<file path="src/rtl/axis_crc_checker_mw.sv">
// AXI-Stream pass-through that checks a trailing CRC field per frame and flags bad frames in tuser.
// Define AXIS_CRC_STATS_EN to add saturating frame_cnt / err_cnt outputs.
module axis_crc_checker_mw #(
  parameter int unsigned DATA_WIDTH = 8,
  parameter int unsigned CRC_WIDTH  = 8,
  parameter logic [CRC_WIDTH-1:0] POLY = CRC_WIDTH'(8'h07),
  parameter logic [CRC_WIDTH-1:0] INIT = '0
) (
  input  logic                    aclk,
  input  logic                    aresetn,
  input  logic [DATA_WIDTH-1:0]   s_axis_tdata,
  input  logic [DATA_WIDTH/8-1:0] s_axis_tkeep,
  input  logic                    s_axis_tvalid,
  output logic                    s_axis_tready,
  input  logic                    s_axis_tlast,
  output logic [DATA_WIDTH-1:0]   m_axis_tdata,
  output logic [DATA_WIDTH/8-1:0] m_axis_tkeep,
  output logic                    m_axis_tvalid,
  input  logic                    m_axis_tready,
  output logic                    m_axis_tlast,
`ifdef AXIS_CRC_STATS_EN
  output logic [31:0]             frame_cnt,
  output logic [31:0]             err_cnt,
`endif
  output logic                    m_axis_tuser
);

  localparam int unsigned KeepW = DATA_WIDTH / 8;

  typedef enum logic {StIdle, StInFrame} state_e;

  state_e                  r_state, w_state_next;
  logic [CRC_WIDTH-1:0]    r_crc, w_crc_next;
  logic                    r_keep_err, w_keep_err_next;
  logic                    r_valid;
  logic [DATA_WIDTH-1:0]   r_data;
  logic [KeepW-1:0]        r_keep;
  logic                    r_last, r_user;
  logic                    w_accept, w_frame_bad;

  function automatic logic [CRC_WIDTH-1:0] crc_byte(input logic [CRC_WIDTH-1:0] crc,
                                                    input logic [7:0] b);
    logic [CRC_WIDTH-1:0] c;
    c = crc ^ (CRC_WIDTH'(b) << (CRC_WIDTH - 8));
    for (int i = 0; i < 8; i++) begin
      c = c[CRC_WIDTH-1] ? ((c << 1) ^ POLY) : (c << 1);
    end
    return c;
  endfunction

  assign s_axis_tready = !r_valid || m_axis_tready;
  assign w_accept      = s_axis_tvalid && s_axis_tready;

  // Lanes fold lane 0 first; lanes with tkeep=0 never touch the CRC.
  always_comb begin
    w_crc_next = (r_state == StIdle) ? INIT : r_crc;
    for (int l = 0; l < KeepW; l++) begin
      if (s_axis_tkeep[l]) w_crc_next = crc_byte(w_crc_next, s_axis_tdata[8*l +: 8]);
    end
  end

  assign w_keep_err_next = r_keep_err ||
                           (s_axis_tlast ? !(|s_axis_tkeep) : !(&s_axis_tkeep));
  assign w_frame_bad     = (w_crc_next != '0) || w_keep_err_next;

  always_comb begin
    w_state_next = r_state;
    if (w_accept) w_state_next = s_axis_tlast ? StIdle : StInFrame;
  end

  always_ff @(posedge aclk or negedge aresetn) begin
    if (!aresetn) begin
      r_state    <= StIdle;
      r_crc      <= INIT;
      r_keep_err <= 1'b0;
      r_valid    <= 1'b0;
      r_data     <= '0;
      r_keep     <= '0;
      r_last     <= 1'b0;
      r_user     <= 1'b0;
    end else begin
      r_state <= w_state_next;
      if (w_accept) begin
        r_valid <= 1'b1;
        r_data  <= s_axis_tdata;
        r_keep  <= s_axis_tkeep;
        r_last  <= s_axis_tlast;
        r_user  <= s_axis_tlast && w_frame_bad;
        if (s_axis_tlast) begin
          r_crc      <= INIT;
          r_keep_err <= 1'b0;
        end else begin
          r_crc      <= w_crc_next;
          r_keep_err <= w_keep_err_next;
        end
      end else if (m_axis_tready) begin
        r_valid <= 1'b0;
      end
    end
  end

  assign m_axis_tvalid = r_valid;
  assign m_axis_tdata  = r_data;
  assign m_axis_tkeep  = r_keep;
  assign m_axis_tlast  = r_last;
  assign m_axis_tuser  = r_user;

`ifdef AXIS_CRC_STATS_EN
  logic [31:0] r_frame_cnt, r_err_cnt;

  always_ff @(posedge aclk or negedge aresetn) begin
    if (!aresetn) begin
      r_frame_cnt <= '0;
      r_err_cnt   <= '0;
    end else if (w_accept && s_axis_tlast) begin
      if (r_frame_cnt != 32'hFFFF_FFFF) r_frame_cnt <= r_frame_cnt + 32'd1;
      if (w_frame_bad && (r_err_cnt != 32'hFFFF_FFFF)) r_err_cnt <= r_err_cnt + 32'd1;
    end
  end

  assign frame_cnt = r_frame_cnt;
  assign err_cnt   = r_err_cnt;
`endif

endmodule

</file>
<file path="config.mk">
export PLATFORM = sky130hd
export DESIGN_NAME = axis_crc_checker_mw
export DESIGN_NICKNAME = d
export VERILOG_FILES = /design/src/rtl/axis_crc_checker_mw.sv
export SDC_FILE = /design/constraint.sdc
export NUM_CORES = 1
export LEC_CHECK = 0
export CAP_MARGIN = 20
export CORE_UTILIZATION = 35
export CTS_CLUSTER_DIAMETER = 60
export CTS_CLUSTER_SIZE = 25
export DETAILED_ROUTE_END_ITERATION = 12
export PLACE_DENSITY_LB_ADDON = 0.12
export SYNTH_ARGS = -nofsm -noshare
export SYNTH_HDL_FRONTEND = slang
export SYNTH_SLANG_ARGS = --single-unit
</file>
<file path="constraint.sdc">
create_clock -name aclk -period 1.9 [get_ports aclk]
set_clock_uncertainty 0.05 [all_clocks]
set_input_delay 0.475 -clock aclk [delete_from_list [all_inputs] [get_ports aclk]]
set_output_delay 0.475 -clock aclk [all_outputs]
set_load 0.02 [all_outputs]
</file>
# Word level (Yosys, flattened, before mapping)
# Index checks and enable logic that the tools add are counted.
word_totals:
  regBits: 22
  input_bits: 14
  wordCells: 41
  output_inout_bits: 13
classes:
  n_reduce_logical: 9
  n_mux: 15
  bitwise_logic: 9
op_table:
  columns: ["operator", "count"]
  rows:
  - ["3-bit 2-to-1 mux", 8]
  - ["8-bit 2-to-1 mux", 3]
  - ["3-bit NOT", 8]
  - ["8-bit nonzero test", 1]
  - ["8-bit XOR", 1]
  - ["1-bit 2-to-1 mux", 4]
  - ["1-bit logical OR", 3]
  - ["1-bit logical AND", 2]
  - ["1-bit logical NOT", 2]
  - ["2-bit nonzero test", 1]

# Depth between registers and ports, before layout
# Gate-level depths: netlist of the first run.
depth:
  depth_word: 22
  ltp_mapped: 7
  ltp_nobuf: 6

# Worst setup path before layout of the first run
# OpenSTA, ideal clock, no wires.
synth_path:
  kind: "input-to-reg"
  startpoint: "input s_axis_tdata[2]"
  endpoint: "register r_user (netlist: m_axis_tuser)"
  slack_ps: 18
  path_stages: 6
  required_time_ps: 1704
  setup_time_ps: 146
  path_buffers: 0
  arrival_time_ps: 1686
  cell_sequence: "xnor2_1 xor2_1 mux2i_1 a311oi_1 and3_1 a41oi_1"
synth_via:
  elab_chain_cells: 10
synth_rtl:
  columns: ["element", "line", "source"]
  rows:
  - ["start: declaration", "11", "input logic [DATA_WIDTH-1:0] s_axis_tdata,"]
  - ["8-bit XOR (*)", "44", "c = crc ^ (CRC_WIDTH'(b) << (CRC_WIDTH - 8));"]
  - ["3-bit 2-to-1 mux (*)", "46", "c = c[CRC_WIDTH-1] ? ((c << 1) ^ POLY) : (c << 1);"]
  - ["3-bit NOT (no line)", null, null]
  - ["3-bit 2-to-1 mux", "46", null]
  - ["3-bit NOT (no line)", null, null]
  - ["3-bit 2-to-1 mux", "46", null]
  - ["8-bit 2-to-1 mux (*)", "58", "if (s_axis_tkeep[l]) w_crc_next = crc_byte(w_crc_next, s_axis_tdata[8*l +: 8]);"]
  - ["8-bit nonzero test (*)", "64", "assign w_frame_bad = (w_crc_next != '0) || w_keep_err_next;"]
  - ["1-bit logical OR (*)", "64", null]
  - ["1-bit logical AND (*)", "88", "r_user <= s_axis_tlast && w_frame_bad;"]
  - ["end signal: assignment", "88", null]
  - ["end: declaration", "38", "logic r_last, r_user;"]
# Every way passes the cells marked *; elsewhere a longest branch is shown, timed or not.
# A chain may end at the register's enable or synchronous reset.

# Worst setup path after layout of the first run
layout_path:
  startpoint: "input s_axis_tkeep"
  endpoint: "register r_user (netlist: m_axis_tuser)"
layout_via:
  elab_chain_cells: 4
  elab_cells_between_ends: 6
  classes_between: "mux: 1; reduce/logical: 5"
layout_rtl:
  columns: ["element", "line", "source"]
  rows:
  - ["start: declaration", "12", "input logic [DATA_WIDTH/8-1:0] s_axis_tkeep,"]
  - ["8-bit 2-to-1 mux or 1-bit logical NOT (tied branches)", "58, 63", null]
  - ["8-bit nonzero test or 1-bit logical OR (tied branches)", "64, 62", null]
  - ["1-bit logical OR (*)", "64", null]
  - ["1-bit logical AND (*)", "88", null]
# Marked as above.

==> results of run 1 <==
final timing paths:
kind / from / end / slack [ns] / cells past startpoint
setup / recovery: s_axis_tkeep / m_axis_tuser / -0.08 / 6
hold reg to reg: m_axis_tdata[1] / m_axis_tdata[1] / 0.43 / 2
setup reg to reg: r_crc[6] / m_axis_tuser / -0.03 / 6
max in group asynchronous: aresetn / m_axis_tkeep / 1.04 / 2
hold / removal: m_axis_tdata[1] / m_axis_tdata[1] / 0.43 / 2
min in group asynchronous: aresetn / m_axis_tdata[0] / 0.51 / 2
critical path, cell delays in order:
cell and delay [ns]:
clkdlybuf4s50_1 0.63, nor2b_1 0.11, a22o_1 0.25, a211oi_2 0.25, and3_1 0.22, a41oi_2 0.13
layout make-up:
cell class | instances | area [sq um]
inverter | 2 | 7.51
fill | 358 | 1560
sequential | 22 | 551
multi-input combinational | 126 | 955
clock buffer | 4 | 55.1
tap | 48 | 60.1
timing repair buffer | 66 | 557
logic make-up (layout without fill, tap and decap cells):
kind of cell              Yosys count  in the layout  synth area share, %
xor gates and xnor gates           28             28                 21.2
AOI/OAI and AO/OA                  27             27                 13.2
buffers and inverters               9             72                 2.52
DFF                                22             22                 39.5
and+or+nand+nor                    67             67                 20.6
muxes                               4              4                 2.96
state kept, by name (all words and copies together), names as in the netlist:
signal and flops:
m_axis_tdata 8, m_axis_tkeep 1, m_axis_tlast 1, m_axis_tuser 1, m_axis_tvalid 1, r_crc 8
r_keep_err 1, r_state 1
layout by cell type, fill, tap and decap left out, types with 2 or more instances in the layout:
cell type / count
mux2i_1: 3
o22ai_1: 2
xnor3_1: 2
clkbuf_8: 4
xnor2_1: 5
a21oi_1: 3
a32oi_1: 3
clkdlybuf4s50_1: 18
o21ai_0: 2
xnor2_2: 6
a311oi_2: 2
o21ai_1: 6
nor2b_1: 3
inv_1: 2
dlygate4sd2_1: 6
buf_4: 39
nand2_1: 49
xor2_1: 7
nor2_1: 4
o21a_1: 3
nand2b_1: 5
clkdlybuf4s15_1: 2
xor2_2: 5
nand3_1: 2
dfrtp_1: 22
metrics by stage:
step	setup slack (ns)	total power, mW	std cells	TNS, ns
after floorplan	0.0177	1.25	157	0
after global placement	-0.639	1.65	258	-4.18
after detailed placement	-0.717	1.68	258	-4.48
after CTS	-0.0514	2.15	266	-0.0514
after global routing	-0.142	2.34	268	-0.152
final	-0.0836	2.22	268	-0.0836
layer usage:
layer | global-route usage, % | vias to the layer above | share of wire [%]
li1 | - | 647 | -
met1 | 26.9 | 636 | 46
met2 | 32.4 | 23 | 49
met3 | 3.87 | 7 | 3.4
met4 | 4.89 | 0 | 1.3
met5 | 0 | - | 0
what timing repair did:
item | in CTS | in global routing
pin swaps | 10 | 6
setup endpoints to repair | 10 | 6
hold endpoints to repair | 0 | 0
setup buffers | 4 | 2
gates resized for setup | 23 | 11
synth_stat cells, types with 2 or more instances:
master,n
clkbuf_1,6
nor2b_1,3
xnor3_1,2
nand2_1,49
o21a_1,3
a21oi_1,4
mux2i_1,3
xor2_1,12
o22ai_1,2
a32oi_1,3
nand3_1,2
xnor2_1,12
a311oi_1,2
dfrtp_1,22
nand2b_1,5
o21ai_1,3
nor2_1,4
o21ai_0,5
inv_1,2
report_power, final:
group / internal [mW] / switching, mW
Combinational: 0.658 / 0.568
Sequential: 0.553 / 0.0926
Clock: 0.185 / 0.160
Total: 1.40 / 0.820
==> summary.txt, run 1 <==
Routing
  – Drt pass-1 iters: 4
  – Final antenna-violating net count: 0
  – Via count: 1313
  – Drt drc: 0
  – Vias per inst: 4.90
  – Routed WL: 3930 um
  – Initial DRC count: 55
  – DR WL/cell: 14.7 um

CTS
  – CTS tree: built
  – CTS H-tree lvls: 1
  – Clock Path Buffers: 2
  – Clock slew at reported path FFs: 0.08 ns
  – Clk root buf: clkbuf_8
  – # hold bufs at CTS: 0
  – Num CTS Buffers: 3
  – Clk Latency, worst-skew pair: 0.27 ns
  – Total clock sinks: 22

Die
  – Initial Utilization: 37.2%
  – Die area: 4230 sq um
  – Ports: 27
  – Horiz. Die Dim: 65.1 um
  – Height of the die: 65.1 um
  – Number of core rows: 22
  – Core area: 3740 sq um

Placed design
  – Cell Area, Placed: 1940 sq um
  – I/O Buffers: 26
  – Final Wtd Congestion: 0.878
  – Dpl hpwl: 2710 um

Layout
  – ANT cells: 0
  – Area growth from synthesis to layout: 56.9%
  – Core utilization of the finished layout: 58.4%
  – Final #Nets: 235
  – Design Area, Final: 2180 sq um
  – Share of cells above drive strength 1: 30.0%

STA
  – Final period util: 104%
  – Hold_ws: 0.432 ns
  – Final hold viol count: 0
  – Final setup fails: 1
  – RSZ-0062 raised after global routing: yes
  – Fmax: 0.504 GHz
  – Fin. max-slew vios: 0
  – Setup ws final: -0.0836 ns
  – Slew margin rel.: 67.9%
  – Fin crit period: 1.98 ns
  – Worst-Margin Slew: 0.482 ns

Synth
  – Syn Nets: 171
  – Synth warn: 0
  – Mapped Cells: 157
  – Top post-synthesis cells by area: dfrtp_1 (40%), nand2_1 (13%), xnor2_1 (7.5%)
  – Distinct cells, synth: 32
  – Synthesized cell area: 1390 sq um
  – Post-synth top area share: 39.5%
  – Ys async rst share: 100%
  – Main synth FF type: dfrtp_1
  – Post-synthesis sequential area ratio: 39.5%
  – Synth Area per Inst: 8.87 sq um
  – Seq cells post-synth: 22
  – Largest area contributor in the netlist: dfrtp_1
  – Post-synth EDFFs: 0

Pwr
  – Power Density: 1010 nW/um^2
  – Leakage: 1.02 nW
  – VDD IR-drop max: 0.596 mV

Min path
  – Hold WC Path Type: flop to flop

Worst setup path
  – CP Launch Type: primary input
  – CP required: 1.98 ns
  – Worst setup EP type: flop
  – Critical path class: primary input to flop
  – CP Max Fanout: 6
  – Crit path DAT: 2.06 ns

GRT
  – First-pass GRT wire length: 6290 um
  – Grt ovf: 0
  – Antenna violations before repair: 0
  – Largest net degree at the start of global routing: 23
  – All-Layer GR Usage: 19.9%
  – Vias in the first global route: 1288

Job
  – Max_cap viols: 0

Status
  – Outcome: complete, but fails checks
  – Failing checks: negative setup slack
Power figures use the tool's default switching activity.
==> run 2, diff against run 1 <==
Settings changed: CORE_MARGIN from default to 2.
==> run 2 against run 1 <==
  * The run still ends with negative setup slack left
  * Register-to-register slack better by 0.02 ns
  * Die area increased by 6.2%
  * Wire length down 7.7%
  * Via count fell by 4.3%
  * Global-route usage is 1.3 points lower
  * Non-clock buffer count fell by 3
  * Flip-flop and latch count unchanged
  * Power shrank 6.2%
  * Core utilization shrank 1.9 points
==> summary.txt, run 2 (synthesis gave the netlist of run 1 again) <==
Status
  – Outcome: complete, but fails checks
  – Failing checks: negative setup slack

STA
  – Final setup fails: 1 (unchanged)
  – Worst-Margin Slew: 0.413 ns (-0.0692 ns)
  – Fmax: 0.522 GHz (+3.6%)
  – Fin crit period: 1.91 ns (-0.0693 ns)
  – Setup ws final: -0.0143 ns (+0.0693 ns)
  – Fin. max-slew vios: 0 (unchanged)
  – Slew margin rel.: 72.5% (+4.6 points)
  – Final hold viol count: 0 (unchanged)
  – Final period util: 101% (-3.6 points)
  – Hold_ws: 0.434 ns (+0.00144 ns)
  – RSZ-0062 raised after global routing: yes
  – Final TNS setup: -0.0143 ns (+0.0693 ns)

Routing
  – DR WL/cell: 13.8 um (-6.3%)
  – Via count: 1256 (-4.3%)
  – Final antenna-violating net count: 0 (unchanged)
  – Initial DRC count: 70 (+27%)
  – Drt drc: 0 (unchanged)
  – Routed WL: 3630 um (-7.7%)
  – Vias per inst: 4.76 (-2.9%)
  – Drt pass-1 iters: 5 (+1)

Pwr
  – VDD IR-drop max: 0.549 mV (-7.8%)
  – Power Density: 984 nW/um^2 (-3.0%)
  – Leakage: 0.988 nW (-3.2%)

Worst setup path
  – CP Max Fanout: 3 (-3)
  – CP max stage cell: xor3_2
  – Reg2reg start: r_crc[1]
  – CP required: 1.99 ns (about the same)
  – Crit path max-delay family: XOR/XNOR gates
  – Worst Setup SP: r_crc[1]
  – Buf/Inv on CP: 0 (-1)
  – Worst setup EP type: flop
  – Critical path class: flop to flop
  – CP peak stage delay: 0.42 ns (-0.21 ns)
  – Crit path cell chain: xor3_2 -> xnor3_1 -> a21oi_2 -> a311oi_2 -> and3_1 -> a41oi_2
  – CP Launch Type: flop
  – Crit path DAT: 2.00 ns (-0.06 ns)

GRT
  – Grt ovf: 0 (unchanged)
  – All-Layer GR Usage: 18.6% (-1.3 points)
  – First-pass GRT wire length: 6200 um (-1.4%)
  – Largest net degree at the start of global routing: 23 (unchanged)
  – Antenna violations before repair: 0 (unchanged)
  – Vias in the first global route: 1287 (-0.078%)

Placed design
  – Cell Area, Placed: 1940 sq um (unchanged)
  – I/O Buffers: 26 (unchanged)
  – Dpl hpwl: 2730 um (+0.58%)
  – Final Wtd Congestion: 0.899 (+2.3%)

Die
  – Ports: 27 (unchanged)
  – Initial Utilization: 37.2% (unchanged)
  – Number of core rows: 22 (unchanged)
  – Core area: 3740 sq um (unchanged)
  – Horiz. Die Dim: 67.1 um (+3.1%)
  – Die area: 4500 sq um (+6.2%)
  – Height of the die: 67.1 um (+3.1%)

CTS
  – Clock slew at reported path FFs: 0.08 ns (about the same)
  – Clk root buf: clkbuf_8
  – CTS H-tree lvls: 1 (unchanged)
  – Total clock sinks: 22 (unchanged)
  – CTS tree: built
  – Num CTS Buffers: 3 (unchanged)
  – Clock Path Buffers: 2 (unchanged)
  – Clk Latency, worst-skew pair: 0.27 ns (about the same)

Min path
  – Hold path start: m_axis_tdata[6]
  – Hold WC Path Type: flop to flop

Layout
  – Design Area, Final: 2110 sq um (-3.3%)
  – Final #Nets: 232 (-1.3%)
  – Core utilization of the finished layout: 56.4% (-1.9 points)
  – Share of cells above drive strength 1: 29.2% (-0.83 points)
  – ANT cells: 0 (unchanged)
  – Area growth from synthesis to layout: 51.7%
  – Most common cell after layout, fill and taps aside: nand2_1
  – Most frequent cells in the layout: nand2_1 (49), buf_4 (37), dfrtp_1 (22), clkdlybuf4s50_1 (18), xor2_1 (11)

Job
  – Max_cap viols: 0 (unchanged)
run 2: worst min-delay path, cell delays in order (launching register included):
cell	delay (ns)
dfrtp_1	0.35
nand2_1	0.05
nand2_1	0.05
run 2: worst paths after layout:
kind	slack, ns	to	cells after the start
max reg2reg	-0.01	m_axis_tuser	6
max in group asynchronous	1.07	r_state	2
max	-0.01	m_axis_tuser	6
min reg2reg	0.43	m_axis_tdata[6]	2
min	0.43	m_axis_tdata[6]	2
min in group asynchronous	0.50	m_axis_tdata[5]	2
run 2: timing repair:
item                                    in CTS  in global routing
endpoints found under the setup margin      10                  4
buffers inserted                             2                  1
hold buffers                                 0                  0
gates resized for setup                     22                 13
hold endpoints to repair                     0                  0
pin swaps                                   11                  8
run 2: power by group:
part	switching (mW)	internal (mW)	total, mW	leakage, nW
clock network	0.154	0.142	0.295	0.0216
logic	0.533	0.607	1.14	0.691
registers	0.0893	0.553	0.642	0.275
run 2: per-layer routing:
layer | part of all wire [%] | GRT usage, % | wire (um)
met1 | 49 | 25.3 | 1800
met2 | 48 | 29.8 | 1730
met3 | 2.5 | 4.05 | 90
met4 | 0.39 | 4.59 | 14
met5 | 0 | 0 | 0
run 2: layout make-up:
| cell class | count | area [sq um] |
|---|---|---|
| clock buffer | 3 | 41.3 |
| fill | 356 | 1630 |
| inverter | 2 | 7.51 |
| multi-input combinational | 126 | 928 |
| sequential | 22 | 551 |
| tap | 48 | 60.1 |
| timing repair buffer | 63 | 524 |
run 2: stage by stage:
step / total power [mW] / cells / worst slack, ns
finish: 2.08 / 264 / -0.0143
global route: 2.23 / 264 / -0.107
global placement: 1.64 / 258 / -0.622
floorplan: 1.25 / 157 / 0.0177
CTS: 2.03 / 263 / 0.00136
detailed placement: 1.66 / 258 / -0.719
